<file path="src/rtl/semaforo_pkg.sv">
// semaforo_pkg: color codes, FSM state codes and sequencing helpers shared by the traffic and pedestrian signal blocks
package semaforo_pkg;

    localparam logic [1:0] ROJO     = 2'b00;
    localparam logic [1:0] AMARILLO = 2'b01;
    localparam logic [1:0] VERDE    = 2'b10;

    typedef enum logic [2:0] {
        ROJO_A  = 3'd0,
        VERDE_A = 3'd1,
        AMAR_A  = 3'd2,
        ROJO_B  = 3'd3,
        VERDE_B = 3'd4,
        AMAR_B  = 3'd5
    } estado_t;

    function automatic estado_t siguiente(input estado_t e);
        return (e == AMAR_B) ? ROJO_A : estado_t'(e + 3'd1);
    endfunction

    function automatic logic [1:0] color_a(input estado_t e);
        return (e == VERDE_A) ? VERDE : (e == AMAR_A) ? AMARILLO : ROJO;
    endfunction

    function automatic logic [1:0] color_b(input estado_t e);
        return (e == VERDE_B) ? VERDE : (e == AMAR_B) ? AMARILLO : ROJO;
    endfunction

endpackage

</file>
<file path="src/rtl/temporizador_fase.sv">
// temporizador_fase: per-phase cycle counter, flags the last cycle of the selected duration
module temporizador_fase #(
    parameter int W = 5
) (
    input  logic         clk,
    input  logic         RST,
    input  logic         ENB,
    input  logic         clr,
    input  logic [W-1:0] limite,
    output logic         fin,
    output logic [W-1:0] cnt
);

    logic [W-1:0] cnt_q, cnt_d;

    // restart on phase change, count only while enabled
    always_comb cnt_d = clr ? '0 : ENB ? cnt_q + 1'b1 : cnt_q;

    // counter register
    always_ff @(posedge clk) begin
        if (RST) cnt_q <= '0;
        else     cnt_q <= cnt_d;
    end

    assign fin = ENB && (cnt_q == limite - 1'b1);
    assign cnt = cnt_q;

endmodule

</file>
<file path="src/rtl/controlador_semaforo.sv">
// controlador_semaforo: fixed-time two-way light controller; define SEMAFORO_PEATON_EN for pedestrian-shortened greens
module controlador_semaforo
    import semaforo_pkg::*;
#(
    parameter int T_ROJO      = 2,
    parameter int T_VERDE     = 20,
    parameter int T_VERDE_MIN = 5,
    parameter int T_AMARILLO  = 4
) (
    input  logic       clk,
    input  logic       RST,
    input  logic       ENB,
    input  logic       pideA,
    input  logic       pideB,
    output logic [1:0] SemaforoA,
    output logic [1:0] SemaforoB,
    output logic       esperaA,
    output logic       esperaB,
    output logic [2:0] fase
);

    localparam int T_MAX1 = (T_ROJO > T_VERDE) ? T_ROJO : T_VERDE;
    localparam int T_MAX  = (T_MAX1 > T_AMARILLO) ? T_MAX1 : T_AMARILLO;
    localparam int W      = $clog2(T_MAX + 1);
    localparam logic [W-1:0] VMIN = W'(T_VERDE_MIN - 1);

    estado_t      estado_q, estado_d;
    logic [1:0]   sem_a_q, sem_a_d, sem_b_q, sem_b_d;
    logic         espera_a_q, espera_a_d, espera_b_q, espera_b_d;
    logic [W-1:0] limite, cnt;
    logic         fin, corta, avanza;

    temporizador_fase #(.W(W)) u_tmr (
        .clk    (clk),
        .RST    (RST),
        .ENB    (ENB),
        .clr    (avanza),
        .limite (limite),
        .fin    (fin),
        .cnt    (cnt)
    );

    // phase duration for the current state
    always_comb limite = (estado_q == VERDE_A || estado_q == VERDE_B) ? W'(T_VERDE) :
                         (estado_q == AMAR_A  || estado_q == AMAR_B)  ? W'(T_AMARILLO) : W'(T_ROJO);

`ifdef SEMAFORO_PEATON_EN
    // latch requests in each approach's window, cut green once the minimum has elapsed
    always_comb begin
        corta      = ENB && cnt >= VMIN &&
                     ((estado_q == VERDE_A && espera_a_q) || (estado_q == VERDE_B && espera_b_q));
        espera_a_d = (avanza && estado_q == VERDE_A) ? 1'b0 :
                     espera_a_q | (ENB && pideA && (estado_q == ROJO_A || estado_q == VERDE_A));
        espera_b_d = (avanza && estado_q == VERDE_B) ? 1'b0 :
                     espera_b_q | (ENB && pideB && (estado_q == ROJO_B || estado_q == VERDE_B));
    end
`else
    // pedestrian logic absent: requests ignored, green always runs full length
    always_comb begin
        corta      = 1'b0 & (cnt >= VMIN);
        espera_a_d = 1'b0 & pideA;
        espera_b_d = 1'b0 & pideB;
    end
`endif

    // next state and registered color decode, colors follow the new state
    always_comb begin
        avanza   = fin | corta;
        estado_d = avanza ? siguiente(estado_q) : estado_q;
        sem_a_d  = color_a(estado_d);
        sem_b_d  = color_b(estado_d);
    end

    // state and output registers
    always_ff @(posedge clk) begin
        if (RST) begin
            estado_q   <= ROJO_A;
            sem_a_q    <= ROJO;
            sem_b_q    <= ROJO;
            espera_a_q <= 1'b0;
            espera_b_q <= 1'b0;
        end else begin
            estado_q   <= estado_d;
            sem_a_q    <= sem_a_d;
            sem_b_q    <= sem_b_d;
            espera_a_q <= espera_a_d;
            espera_b_q <= espera_b_d;
        end
    end

    assign SemaforoA = sem_a_q;
    assign SemaforoB = sem_b_q;
    assign esperaA   = espera_a_q;
    assign esperaB   = espera_b_q;
    assign fase      = estado_q;

endmodule
</file>
<file path="config.mk">
export PLATFORM = sky130hd
export DESIGN_NAME = controlador_semaforo
export DESIGN_NICKNAME = d
export VERILOG_FILES = /design/src/rtl/semaforo_pkg.sv /design/src/rtl/temporizador_fase.sv /design/src/rtl/controlador_semaforo.sv
export SDC_FILE = /design/constraint.sdc
export NUM_CORES = 1
export LEC_CHECK = 0
export ABC_AREA = 1
export CELL_PAD_IN_SITES_DETAIL_PLACEMENT = 1
export CELL_PAD_IN_SITES_GLOBAL_PLACEMENT = 1
export CORE_MARGIN = 2
export CORE_UTILIZATION = 33
export DETAILED_ROUTE_END_ITERATION = 8
export PLACE_DENSITY = 0.74
export REMOVE_ABC_BUFFERS = 1
export SYNTH_ARGS = -nofsm -noshare
export SYNTH_HDL_FRONTEND = slang
export SYNTH_SLANG_ARGS = --single-unit
</file>
<file path="constraint.sdc">
create_clock -name clk -period 1.43 [get_ports clk]
set_input_delay 0.429 -clock clk [delete_from_list [all_inputs] [get_ports clk]]
set_output_delay 0.429 -clock clk [all_outputs]
set_load 0.02 [all_outputs]
</file>
==> results.yml <==
die:
  fp.dieW_microns: 47.63
  start_util_pct: 35.60
  ios: 14
  core_area_sq_um: 1764
  rows: 15
  die_h_microns: 47.63
  die-area_sq_um: 2268
synthesis:
  yosys.cell_types.count: 21
  synthCells: 86
  postSynthAreaPerCell_sq_um: 7.304
  syn_area_sq_um: 628.1
  yosysWarnings: 0
  synth-seq-cells: 12
  yosysSeqAreaShare_pct: 38.25
placement:
  hpwl_mm: 1.128
  placed_cells: 126
  dp_slack_ps: -394.0
  gp_congestion: 0.8840
  portBuffers: 9
route:
  viasPerCell: 4.573
  dr.max_layer_used: "met4"
  vias: 599
  wl_per_cell_microns: 11.25
  wl_met2_microns: 717
  ant_nets: 0
  met1_length_microns: 703
  drtPass1Iterations: 4
  totalWireLength_mm: 1.474
  drcViolationCount: 0
  routed-wl-met3_microns: 39
  drt_iter0_drc: 8
layout:
  ff_latch_area_sq_um: 241.5
  area_growth_pct: 38.05
  nets: 114
  multiInputGateArea_sq_um: 361.6
  final_cells: 131
  diodes: 0
  fillers: 240
  drive_above_1_share_pct: 35.85
critical_path:
  path_class: "reg -> out"
  critPathRequiredTime_ps: 1000
  start_kind: "flip-flop"
  max_stage_delay_ps: 360
  cp_data_arrival_time_ps: 960
  crit_fanout: 2
  crit_chain: "dlygate4sd2_1"
  cp_slowest_cell: "dfxtp_2"
  end_kind: "output pin"
  critPathTopFamily: "flip-flops"
  path_buf_inv: 1
pwr:
  p_leak_nw: 0.4126
  peakVddDrop_v: 0.0006017
  powerDensity_nw_per_um2: 794.2
sta:
  setup_viol: 0
  hold_viol_final: 0
  min_period_over_period_pct: 96.85
  grt_setup_unrepaired: "yes"
  fin_crit_ps: 1385
  fmax_mhz: 722.1
  setup_ws_ps: 45.07
  slew_violations: 0
  fin_skew_ps: 2.748
clock_network:
  cts_hold_buf: 0
  clk_latency_ps: 260
  cts_root_buffer: "clkbuf_4"
  cts_tree: "done"
  cts_buffers: 3
  htreeDepth: 1
  cts_sinks: 12
  clk_pin_slew_ps: 70
  clock_path_buffers: 2
global_routing:
  antenna_found_initial: 0
  grtUsageTotal_pct: 14.97
  grt_max_degree: 7
  grt_pass1_vias: 523
  grt_pass1_wl_mm: 2.304
  grt_overflow: 0
flow_run:
  maxCapViolCount: 0
hold_path:
  hp-class: "reg -> reg"
run_status:
  status: "finished, final reports clean"
-- synthesized netlist by cell type --
cell | number | share of area, %
nand2_4 | 1 | 1.8
buf_4 | 2 | 2.4
ha_1 | 1 | 2.0
a21oi_1 | 3 | 2.4
nand2_2 | 9 | 9.0
inv_1 | 8 | 4.8
nand4_1 | 1 | 1.0
inv_2 | 4 | 2.4
nand3_2 | 1 | 1.6
nor2_4 | 1 | 1.8
xor2_1 | 3 | 4.2
a21oi_2 | 1 | 1.4
nor2_2 | 2 | 2.0
nor2_1 | 11 | 6.6
o21ai_0 | 1 | 0.80
nand3_1 | 8 | 6.4
conb_1 | 1 | 0.60
nand3b_1 | 1 | 1.2
nand2_1 | 12 | 7.2
dfxtp_1 | 12 | 38
nor3_1 | 3 | 2.4
-- sequential cells by signal, indices dropped and copies added, names as in the netlist --
signal,count
u_tmr.cnt,5
fase,3
SemaforoA,2
SemaforoB,2
-- through the flow --
stage	util, %	instance area [sq um]	power [W]	hold WS [ps]	setup TNS (ps)
2_1_floorplan	-	616.8	0.0004397	492.1	0
3_3_place_gp	44.82	790.8	0.0004811	506.6	-3951
3_5_place_dp	44.82	790.8	0.0004856	509.6	-4358
4_1_cts	45.67	805.8	0.0006820	520.1	0
5_1_grt	49.15	867.1	0.0007308	580.7	-220.3
6_report	49.15	867.1	0.0006886	520.9	0
-- layout by cell type, fill, tap and decap left out, types with 3 or more instances in the layout --
| master | synthesis | routed |
|---|---|---|
| nand2_4 | 1 | 4 |
| a21oi_1 | 3 | 3 |
| dlygate4sd2_1 | 0 | 8 |
| inv_1 | 8 | 7 |
| dfxtp_1 | 12 | 11 |
| nand2_1 | 12 | 9 |
| buf_4 | 2 | 7 |
| nand3_1 | 8 | 7 |
| nand2_2 | 9 | 9 |
| xor2_1 | 3 | 3 |
| clkbuf_4 | 0 | 3 |
| nor2_2 | 2 | 3 |
| nor2_1 | 11 | 10 |
| nor3_1 | 3 | 3 |
-- timing repair --
action	4_1_cts	5_1_grt
buffers inserted	0	2
gates resized for setup	9	15
pin swaps	4	3
cloned	0	0
setup endpoints to repair	19	12
-- metal layers --
metal,global-route usage [%],up-vias
li1,-,307
met1,20.64,282
met2,21.35,8
met3,3.774,2
met4,8.108,0
met5,0,-
-- where the power goes --
group,switching (W),leakage (nW),internal (W)
sequential,0.00000773,0.0978,0.000345
clock,0.000103,0.0138,0.0000972
combinational,0.0000856,0.301,0.0000505
total,0.000196,0.413,0.000492
-- cells by family after synthesis --
family / count (synthesis) / share of synthesized area (%)
other cells: 1 / 0.5970
xor+xnor: 3 / 4.184
compound gates: 5 / 4.580
flops: 12 / 38.25
fa+ha+maj: 1 / 1.992
buf+inv: 14 / 9.561
simple gates: 50 / 40.84
-- final timing paths --
path | start | endpoint | slack, ps | depth (start not counted)
worst max-delay path | fase[1]$_SDFF_PP0_ | fase[1] | 50 | 1
worst min-delay path | u_tmr.cnt[0]$_SDFFE_PP0P_ | u_tmr.cnt[0]$_SDFFE_PP0P_ | 520 | 2
worst max register to register | fase[1]$_SDFF_PP0_ | fase[1]$_SDFF_PP0_ | 70 | 11
worst min register to register | u_tmr.cnt[0]$_SDFFE_PP0P_ | u_tmr.cnt[0]$_SDFFE_PP0P_ | 520 | 2
-- area by class of cell --
| type | instances | share of cell area, % |
|---|---|---|
| multi-input cells | 61 | 41.70 |
| repair buffers | 18 | 17.89 |
| flip-flops and latches | 12 | 27.85 |
| clock buffers | 3 | 2.597 |
| inverters | 12 | 6.349 |
| well taps | 25 | 3.608 |
No activity file was read; power rests on OpenSTA's default activity.
